<file path="config.mk">
export PLATFORM = sky130hd
export DESIGN_NAME = vga_timing_gen_flat
export DESIGN_NICKNAME = d
export VERILOG_FILES = /design/src/rtl/vga_timing_gen_pkg.sv /design/src/rtl/vga_timing_gen_if.sv /design/src/rtl/vga_timing_gen_axis_counter.sv /design/src/rtl/vga_timing_gen.sv /design/src/flat_wrapper.sv
export SDC_FILE = /design/constraint.sdc
export NUM_CORES = 1
export LEC_CHECK = 0
export BUFFER_PORTS_ARGS = -buffer_cell sky130_fd_sc_hd__buf_4
export CAP_MARGIN = 30
export CORE_AREA = 2 2 83 85
export DETAILED_ROUTE_END_ITERATION = 12
export DIE_AREA = 0 0 85 87
export PLACE_DENSITY_LB_ADDON = 0.3
export SYNTH_ARGS = -nofsm -noshare
export SYNTH_HDL_FRONTEND = slang
export SYNTH_HIERARCHICAL = 1
export SYNTH_SLANG_ARGS = --single-unit
</file>
<file path="constraint.sdc">
create_clock -name clk0 -period 3.69 [get_ports clk0]
set_clock_uncertainty 0.05 [all_clocks]
set_input_delay 0.1845 -clock clk0 [delete_from_list [all_inputs] [get_ports clk0]]
set_output_delay 0.1845 -clock clk0 [all_outputs]
set_load 0.05 [all_outputs]
</file>
<file path="src/rtl/vga_timing_gen_pkg.sv">
`timescale 1ns/1ps
`default_nettype none
// ============================================================================
// Module   : vga_pkg
// Brief    : Default 640x480@60 timing, sync polarity type, width helpers.
// Revision : 1.0 - initial release
// ============================================================================
package vga_pkg;

   localparam int c_DEF_H_ACTIVE = 640;
   localparam int c_DEF_H_FRONT  = 16;
   localparam int c_DEF_H_SYNC   = 96;
   localparam int c_DEF_H_BACK   = 48;
   localparam int c_DEF_V_ACTIVE = 480;
   localparam int c_DEF_V_FRONT  = 10;
   localparam int c_DEF_V_SYNC   = 2;
   localparam int c_DEF_V_BACK   = 33;
   localparam int c_DEF_DIV      = 7;
   localparam int c_DEF_POS_W    = 10;

   typedef enum logic {
      SYNC_ACTIVE_LOW  = 1'b0,
      SYNC_ACTIVE_HIGH = 1'b1
   } sync_pol_e;

   // Bits needed to hold the values 0..value-1.
   function automatic int clog2(input int value);
      int result;
      int rem;
      result = 0;
      rem    = value - 1;
      while (rem > 0) begin
         result = result + 1;
         rem    = rem >> 1;
      end
      return result;
   endfunction

   function automatic int max2(input int a, input int b);
      return (a > b) ? a : b;
   endfunction

endpackage
`default_nettype wire

</file>
<file path="src/rtl/vga_timing_gen_if.sv">
`timescale 1ns/1ps
`default_nettype none
// ============================================================================
// Module   : vga_timing_gen_if
// Brief    : Pixel-tick inputs and sync/blank/position outputs of the generator.
// Revision : 1.0 - initial release
// ============================================================================
interface vga_timing_gen_if #(
   parameter int POS_W = 10
);
   logic             pix_en;
   logic             resync;
   logic             h_sync;
   logic             v_sync;
   logic             blank_n;
   logic [POS_W-1:0] pos_x;
   logic [POS_W-1:0] pos_y;
   logic             line_start;
   logic             frame_start;

   modport master (
      input  pix_en, resync,
      output h_sync, v_sync, blank_n, pos_x, pos_y, line_start, frame_start
   );

   modport slave (
      output pix_en, resync,
      input  h_sync, v_sync, blank_n, pos_x, pos_y, line_start, frame_start
   );
endinterface
`default_nettype wire

</file>
<file path="src/rtl/vga_timing_gen_axis_counter.sv">
`timescale 1ns/1ps
`default_nettype none
// ============================================================================
// Module   : vga_axis_counter
// Brief    : One timing axis: position counter, divide sub-counter, decode.
// Revision : 1.0 - initial release
// ============================================================================
module vga_axis_counter
   import vga_pkg::*;
#(
   parameter int        ACTIVE   = c_DEF_H_ACTIVE,
   parameter int        FRONT    = c_DEF_H_FRONT,
   parameter int        SYNC     = c_DEF_H_SYNC,
   parameter int        BACK     = c_DEF_H_BACK,
   parameter int        DIV      = c_DEF_DIV,
   parameter sync_pol_e SYNC_POL = SYNC_ACTIVE_LOW,
   parameter int        CW       = 10,
   parameter int        POS_W    = c_DEF_POS_W
) (
   input  logic             clk0,
   input  logic             rst_n,
   input  logic             i_step,
   input  logic             i_restart,
   output logic             o_wrap,
   output logic             o_active_nxt,
   output logic             o_sync_nxt,
   output logic [POS_W-1:0] o_pos_nxt
);

   localparam int              c_TOTAL      = ACTIVE + FRONT + SYNC + BACK;
   localparam int              c_DW         = max2(1, clog2(DIV));
   localparam logic [CW-1:0]   c_LAST       = CW'(c_TOTAL - 1);
   localparam logic [CW-1:0]   c_ACT_END    = CW'(ACTIVE);
   localparam logic [CW-1:0]   c_ACT_LAST   = CW'(ACTIVE - 1);
   localparam logic [CW-1:0]   c_SYNC_FIRST = CW'(ACTIVE + FRONT);
   localparam logic [CW-1:0]   c_SYNC_LAST  = CW'(ACTIVE + FRONT + SYNC - 1);
   localparam logic [c_DW-1:0] c_DIV_LAST   = c_DW'(DIV - 1);
   localparam logic            c_SYNC_ON    = (SYNC_POL == SYNC_ACTIVE_HIGH);

   logic [CW-1:0]    r_cnt;
   logic [CW-1:0]    w_cnt_nxt;
   logic [c_DW-1:0]  r_div;
   logic [c_DW-1:0]  w_div_nxt;
   logic [POS_W-1:0] r_pos;
   logic [POS_W-1:0] w_pos_nxt;
   logic             w_wrap;
   logic             w_in_sync;

   assign w_wrap = (r_cnt == c_LAST);

   always_comb begin
      w_cnt_nxt = r_cnt;
      w_div_nxt = r_div;
      w_pos_nxt = r_pos;
      if (i_restart || (i_step && w_wrap)) begin
         w_cnt_nxt = '0;
         w_div_nxt = '0;
         w_pos_nxt = '0;
      end else if (i_step) begin
         w_cnt_nxt = r_cnt + 1'b1;
         // Scaled index only moves while the position being entered is visible.
         if (r_cnt < c_ACT_LAST) begin
            if (r_div == c_DIV_LAST) begin
               w_div_nxt = '0;
               w_pos_nxt = r_pos + 1'b1;
            end else begin
               w_div_nxt = r_div + 1'b1;
            end
         end
      end
   end

   always_ff @(posedge clk0 or negedge rst_n) begin
      if (!rst_n) begin
         r_cnt <= c_LAST;
         r_div <= '0;
         r_pos <= '0;
      end else begin
         r_cnt <= w_cnt_nxt;
         r_div <= w_div_nxt;
         r_pos <= w_pos_nxt;
      end
   end

   assign w_in_sync    = (w_cnt_nxt >= c_SYNC_FIRST) && (w_cnt_nxt <= c_SYNC_LAST);
   assign o_wrap       = w_wrap;
   assign o_active_nxt = (w_cnt_nxt < c_ACT_END);
   assign o_sync_nxt   = w_in_sync ? c_SYNC_ON : ~c_SYNC_ON;
   assign o_pos_nxt    = w_pos_nxt;

endmodule
`default_nettype wire

</file>
<file path="src/rtl/vga_timing_gen.sv">
`timescale 1ns/1ps
`default_nettype none
// ============================================================================
// Module   : vga_timing_gen
// Brief    : Parametrised VGA timing generator with scaled pixel coordinates.
// Revision : 1.0 - initial release
// ============================================================================
module vga_timing_gen
   import vga_pkg::*;
#(
   parameter int        H_ACTIVE   = c_DEF_H_ACTIVE,
   parameter int        H_FRONT    = c_DEF_H_FRONT,
   parameter int        H_SYNC     = c_DEF_H_SYNC,
   parameter int        H_BACK     = c_DEF_H_BACK,
   parameter int        V_ACTIVE   = c_DEF_V_ACTIVE,
   parameter int        V_FRONT    = c_DEF_V_FRONT,
   parameter int        V_SYNC     = c_DEF_V_SYNC,
   parameter int        V_BACK     = c_DEF_V_BACK,
   parameter int        H_DIV      = c_DEF_DIV,
   parameter int        V_DIV      = c_DEF_DIV,
   parameter sync_pol_e H_SYNC_POL = SYNC_ACTIVE_LOW,
   parameter sync_pol_e V_SYNC_POL = SYNC_ACTIVE_LOW,
   parameter int        POS_W      = c_DEF_POS_W
) (
   input  logic             clk0,
   input  logic             rst_n,
   vga_timing_gen_if.master vga
);

   localparam int   c_H_TOTAL = H_ACTIVE + H_FRONT + H_SYNC + H_BACK;
   localparam int   c_V_TOTAL = V_ACTIVE + V_FRONT + V_SYNC + V_BACK;
   localparam int   c_CW      = clog2(max2(c_H_TOTAL, c_V_TOTAL));
   localparam logic c_H_IDLE  = (H_SYNC_POL == SYNC_ACTIVE_LOW);
   localparam logic c_V_IDLE  = (V_SYNC_POL == SYNC_ACTIVE_LOW);

   logic             w_tick;
   logic             w_restart;
   logic             w_h_wrap;
   logic             w_v_wrap;
   logic             w_h_act;
   logic             w_v_act;
   logic             w_active;
   logic             w_h_sync;
   logic             w_v_sync;
   logic [POS_W-1:0] w_x;
   logic [POS_W-1:0] w_y;

   logic             r_h_sync;
   logic             r_v_sync;
   logic             r_blank_n;
   logic [POS_W-1:0] r_pos_x;
   logic [POS_W-1:0] r_pos_y;
   logic             r_line_start;
   logic             r_frame_start;

   assign w_tick    = vga.pix_en;
   assign w_restart = vga.pix_en & vga.resync;

   vga_axis_counter #(
      .ACTIVE   (H_ACTIVE),
      .FRONT    (H_FRONT),
      .SYNC     (H_SYNC),
      .BACK     (H_BACK),
      .DIV      (H_DIV),
      .SYNC_POL (H_SYNC_POL),
      .CW       (c_CW),
      .POS_W    (POS_W)
   ) u_h_axis (
      .clk0         (clk0),
      .rst_n        (rst_n),
      .i_step       (w_tick),
      .i_restart    (w_restart),
      .o_wrap       (w_h_wrap),
      .o_active_nxt (w_h_act),
      .o_sync_nxt   (w_h_sync),
      .o_pos_nxt    (w_x)
   );

   // The vertical axis only moves on the tick that wraps the horizontal one.
   vga_axis_counter #(
      .ACTIVE   (V_ACTIVE),
      .FRONT    (V_FRONT),
      .SYNC     (V_SYNC),
      .BACK     (V_BACK),
      .DIV      (V_DIV),
      .SYNC_POL (V_SYNC_POL),
      .CW       (c_CW),
      .POS_W    (POS_W)
   ) u_v_axis (
      .clk0         (clk0),
      .rst_n        (rst_n),
      .i_step       (w_tick & w_h_wrap),
      .i_restart    (w_restart),
      .o_wrap       (w_v_wrap),
      .o_active_nxt (w_v_act),
      .o_sync_nxt   (w_v_sync),
      .o_pos_nxt    (w_y)
   );

   assign w_active = w_h_act & w_v_act;

   always_ff @(posedge clk0 or negedge rst_n) begin
      if (!rst_n) begin
         r_h_sync      <= c_H_IDLE;
         r_v_sync      <= c_V_IDLE;
         r_blank_n     <= 1'b0;
         r_pos_x       <= '0;
         r_pos_y       <= '0;
         r_line_start  <= 1'b0;
         r_frame_start <= 1'b0;
      end else begin
         r_line_start  <= 1'b0;
         r_frame_start <= 1'b0;
         if (w_tick) begin
            r_h_sync      <= w_h_sync;
            r_v_sync      <= w_v_sync;
            r_blank_n     <= w_active;
            r_pos_x       <= w_active ? w_x : '0;
            r_pos_y       <= w_active ? w_y : '0;
            r_line_start  <= w_restart | w_h_wrap;
            r_frame_start <= w_restart | (w_h_wrap & w_v_wrap);
         end
      end
   end

   assign vga.h_sync      = r_h_sync;
   assign vga.v_sync      = r_v_sync;
   assign vga.blank_n     = r_blank_n;
   assign vga.pos_x       = r_pos_x;
   assign vga.pos_y       = r_pos_y;
   assign vga.line_start  = r_line_start;
   assign vga.frame_start = r_frame_start;

endmodule
`default_nettype wire

</file>
<file path="src/flat_wrapper.sv">
// flat-port wrapper written by rule: the top's interface ports become plain ports
module vga_timing_gen_flat import vga_pkg::*;
#(
   parameter int        H_ACTIVE   = c_DEF_H_ACTIVE,
   parameter int        H_FRONT    = c_DEF_H_FRONT,
   parameter int        H_SYNC     = c_DEF_H_SYNC,
   parameter int        H_BACK     = c_DEF_H_BACK,
   parameter int        V_ACTIVE   = c_DEF_V_ACTIVE,
   parameter int        V_FRONT    = c_DEF_V_FRONT,
   parameter int        V_SYNC     = c_DEF_V_SYNC,
   parameter int        V_BACK     = c_DEF_V_BACK,
   parameter int        H_DIV      = c_DEF_DIV,
   parameter int        V_DIV      = c_DEF_DIV,
   parameter sync_pol_e H_SYNC_POL = SYNC_ACTIVE_LOW,
   parameter sync_pol_e V_SYNC_POL = SYNC_ACTIVE_LOW,
   parameter int        POS_W      = c_DEF_POS_W
)
  (clk0, rst_n, vga_pix_en, vga_resync, vga_h_sync, vga_v_sync, vga_blank_n, vga_pos_x, vga_pos_y, vga_line_start, vga_frame_start);
  vga_timing_gen_if #(.POS_W(POS_W)) vga_i ();
  input  logic clk0;
  input  logic rst_n;
  input wire logic [$bits(vga_i.pix_en)-1:0] vga_pix_en;
  input wire logic [$bits(vga_i.resync)-1:0] vga_resync;
  output wire logic [$bits(vga_i.h_sync)-1:0] vga_h_sync;
  output wire logic [$bits(vga_i.v_sync)-1:0] vga_v_sync;
  output wire logic [$bits(vga_i.blank_n)-1:0] vga_blank_n;
  output wire logic [$bits(vga_i.pos_x)-1:0] vga_pos_x;
  output wire logic [$bits(vga_i.pos_y)-1:0] vga_pos_y;
  output wire logic [$bits(vga_i.line_start)-1:0] vga_line_start;
  output wire logic [$bits(vga_i.frame_start)-1:0] vga_frame_start;
  assign vga_i.pix_en = vga_pix_en;
  assign vga_i.resync = vga_resync;
  assign vga_h_sync = vga_i.h_sync;
  assign vga_v_sync = vga_i.v_sync;
  assign vga_blank_n = vga_i.blank_n;
  assign vga_pos_x = vga_i.pos_x;
  assign vga_pos_y = vga_i.pos_y;
  assign vga_line_start = vga_i.line_start;
  assign vga_frame_start = vga_i.frame_start;
  vga_timing_gen #(.H_ACTIVE(H_ACTIVE), .H_FRONT(H_FRONT), .H_SYNC(H_SYNC), .H_BACK(H_BACK), .V_ACTIVE(V_ACTIVE), .V_FRONT(V_FRONT), .V_SYNC(V_SYNC), .V_BACK(V_BACK), .H_DIV(H_DIV), .V_DIV(V_DIV), .H_SYNC_POL(H_SYNC_POL), .V_SYNC_POL(V_SYNC_POL), .POS_W(POS_W)) u_core (.clk0(clk0), .rst_n(rst_n), .vga(vga_i));
endmodule
</file>
==> run_results.csv <==
group,metric,value,unit
outcome,status,"completed",
drt,drt_iter0_markers,116,
logic_synthesis,synth_area_leaders,"dfrtp_1 (38%), dfstp_2 (8.2%), o22ai_2 (6.2%)",
min_path,hold_start,"vga_resync",
logic_synthesis,synth_common_cells,"dfrtp_1 (59), nand2_1 (38), nor2_1 (32)",
floorplan,core_area,0.00657,sq mm
logic_synthesis,synth_edf_count,0,
min_path,hold_depth,2,
pwr,powerDensity,354,mW/mm^2
timing,fmax,325,MHz
run,drv_cap,0,
logic_synthesis,ys_ff_latch,71,
floorplan,die_height,87,microns
drt,wl_per_cell,15.0,microns
timing,tns,0,ps
timing,min_period,3080,ps
cells_and_area,drive_above_1_share,22.5,%
logic_synthesis,syn_area_per_cell,9.92,sq um
pwr,peakVddDrop,0.000255,V
global_routing,antenna_found_initial,0,
setup_path,ff2ff_setup_slack,610,ps
cts,cts_buffers,9,
setup_path,crit_type,"reg2reg",
logic_synthesis,yosysSeqAreaShare,46.7,%
global_routing,grt_pass1_wl,12.7,mm
logic_synthesis,yosys.cell_count.top_type,"dfrtp_1",
timing,final_hold_viol_count,0,
logic_synthesis,yosysWarnings,6,
min_path,hold_path.class,"in2reg",
place,portBuffers,28,
logic_synthesis,synth_top_family_by_area,"simple AND/OR/NAND/NOR gates",
timing,setup_viol,0,
setup_path,cp-end-kind,"flop",
logic_synthesis,synth_xor_area_share,5.93,%
global_routing,grt_usage,21.5,%
setup_path,worstPathMaxFanout,20,
place,gp_congestion,0.869,
floorplan,die_w,85,microns
setup_path,arrival,3230,ps
logic_synthesis,synth_nets,396,
cells_and_area,antennaDiodeCount,0,
timing,rsz0062_at_grt,"false",
cts,ctsLongestPathBuffers,2,
floorplan,rows,30,
place,dpl-instance-area,0.00405,sq mm
setup_path,r2r-start,"u_core/u_h_axis/r_cnt[0]$_DFF_PN1_",
cts,cts-root-buf,"clkbuf_8",
logic_synthesis,synth.distinct_cells,57,
cells_and_area,num-nets-final,421,
pwr,p_leak,1.80,nW
drt,remaining_drc_errors,0,
logic_synthesis,synthCells,387,
floorplan,initial_utilization,58.4,%
drt,antenna_left,0,
drt,vias,2893,
drt,dr.pass1.iters,4,
cts,clk_pin_slew,70,ps
timing,slew_viol_final,0,
drt,wirelength,7.46,mm
place,place_hpwl,4.93,mm
setup_path,crit_path_start_kind,"flop",
global_routing,grt_pass1_vias,2803,
logic_synthesis,synth_simple_gate_area_share,22.0,%
logic_synthesis,yosysTopAreaCell,"dfrtp_1",
timing,worst_slew_pin_slew,875,ps
cts,cts_resized,0,
cts,cts_tree,"yes",
logic_synthesis,synth_top_area_share,38.5,%
logic_synthesis,synth_compound_area_share,15.8,%
global_routing,grt_max_degree,72,
logic_synthesis,synth_ff_type,"dfrtp_1",
logic_synthesis,async_flop_share,100,%
drt,via_per_inst,5.82,
cells_and_area,design_area,0.00422,sq mm
setup_path,r2r-end,"u_core/vga.pos_y[8]$_DFFE_PN0P_",
floorplan,io_pins,29,
cts,htreeDepth,3,
timing,relSlewSlack,41.7,%
setup_path,cp.required,3840,ps
setup_path,rr_worst_depth,11,
logic_synthesis,synth_area,0.00384,sq mm
cells_and_area,syn_to_final_growth,10.1,%
timing,period_share,83.5,%
cts,clock-sinks,71,
logic_synthesis,synthAdderAreaFrac,1.63,%
logic_synthesis,synthMuxAreaShare,1.30,%
global_routing,gr-total-overflow,0,
cts,insertion_delay,350,ps
floorplan,dieArea,0.00740,sq mm
min_path,min_to,"u_core/vga.line_start$_DFF_PN0_",
-- cell type report --
class | instances | area [sq um]
Sequential cell | 71 | 1790
Multi-Input combinational cell | 266 | 1790
Timing Repair Buffer | 35 | 265
Clock inverter | 4 | 22.5
Inverter | 29 | 109
Fill cell | 532 | 2340
Clock buffer | 12 | 145
Tap cell | 80 | 100
-- what timing repair did --
item	4_1_cts	5_1_grt
hold buffers	1	0
endpoints found under the hold margin	59	0
buffers inserted	0	0
-- sequential cells by signal, summed over array words and instances, names as in the netlist --
register                cells
u_core/u_v_axis/r_cnt      10
u_core/u_v_axis/r_pos      10
u_core/vga.line_start       1
u_core/vga.frame_start      1
u_core/vga.h_sync           1
u_core/u_v_axis/r_div       3
u_core/vga.pos_x           10
u_core/u_h_axis/r_div       3
u_core/vga.blank_n          1
u_core/u_h_axis/r_pos      10
u_core/u_h_axis/r_cnt      10
u_core/vga.pos_y           10
u_core/vga.v_sync           1
-- how the worst max path moves through the flow --
| stage | depth (start not counted) | to | startpoint |
|---|---|---|---|
| 4_1_cts | 11 | u_core/vga.pos_y[8]$_DFFE_PN0P_ | u_core/u_h_axis/r_cnt[0]$_DFF_PN1_ |
| 3_5_place_dp | 11 | u_core/vga.pos_y[8]$_DFFE_PN0P_ | u_core/u_h_axis/r_cnt[0]$_DFF_PN1_ |
| 5_1_grt | 11 | u_core/vga.pos_y[8]$_DFFE_PN0P_ | u_core/u_h_axis/r_cnt[0]$_DFF_PN1_ |
| 6_report | 11 | u_core/vga.pos_y[8]$_DFFE_PN0P_ | u_core/u_h_axis/r_cnt[0]$_DFF_PN1_ |
| 3_3_place_gp | 11 | u_core/vga.pos_y[8]$_DFFE_PN0P_ | u_core/u_h_axis/r_cnt[0]$_DFF_PN1_ |
| 2_1_floorplan | 11 | u_core/vga.pos_x[7]$_DFFE_PN0P_ | u_core/u_h_axis/r_cnt[0]$_DFF_PN1_ |
-- layout by cell type, fill, tap and decap left out, drive strengths merged, types with 2 or more instances in the layout --
master / n
nand2: 38
clkbuf: 12
or3: 9
nand3b: 4
nand4b: 2
mux2: 2
nand4: 12
nor4: 6
dfrtp: 59
xor2: 9
o22ai: 20
and3: 6
mux2i: 2
ha: 5
or4: 5
clkinv: 3
nand3: 15
a21oi: 21
and3b: 3
o211ai: 4
buf: 34
dfstp: 12
nor2: 32
o21ai: 15
o31ai: 3
inv: 29
nor2b: 5
o21a: 3
xnor2: 17
and4: 2
nor3: 10
o2111ai: 3
and2: 4
-- critical path, cell delays in order (launching register included) --
cell and delay, ps:
dfstp_2 580, ha_1 210, nand4_1 130, nor2_1 200, and2_1 180, nand3_1 230
or4_4 590, a21oi_2 160, a21oi_1 70, nand2_1 90, buf_4 320, o22ai_1 140
-- cell families (layout without fill, tap and decap cells) --
| logic type | after synthesis | after routing |
|---|---|---|
| simple gates | 155 | 155 |
| fa+ha+maj | 5 | 5 |
| mux | 4 | 4 |
| flops | 71 | 71 |
| compound gates | 76 | 76 |
| buf+inv | 50 | 80 |
| xor+xnor | 26 | 26 |
-- routing by layer --
metal  routed length (microns)  vias to the layer above  global-route usage, %
met3                       329                        2                   3.51
met5                         0                        -                      0
met2                      3650                       67                   35.7
met1                      3450                     1411                   27.5
li1                          -                     1413                      -
met4                        27                        0                   10.1
-- report_power, final --
| part | internal, mW | switching [mW] | total [mW] | leakage, nW |
|---|---|---|---|---|
| Sequential | 0.811 | 0.0301 | 0.841 | 0.941 |
| Combinational | 0.0345 | 0.0688 | 0.103 | 0.769 |
| Clock | 0.260 | 0.290 | 0.549 | 0.0861 |
| Total | 1.11 | 0.388 | 1.49 | 1.80 |
-- per-stage QoR --
stage	util (%)	cells	hold WS (ps)	total power [mW]	setup WS, ps
floorplan	-	387	-161	0.925	971
global placement	61.6	480	308	0.955	733
detailed placement	61.6	480	310	0.959	652
CTS	64.3	497	23.8	1.51	613
global route	64.3	497	28.3	1.55	377
finish	64.3	497	41.9	1.49	609
(Power assumes the default switching activity.)
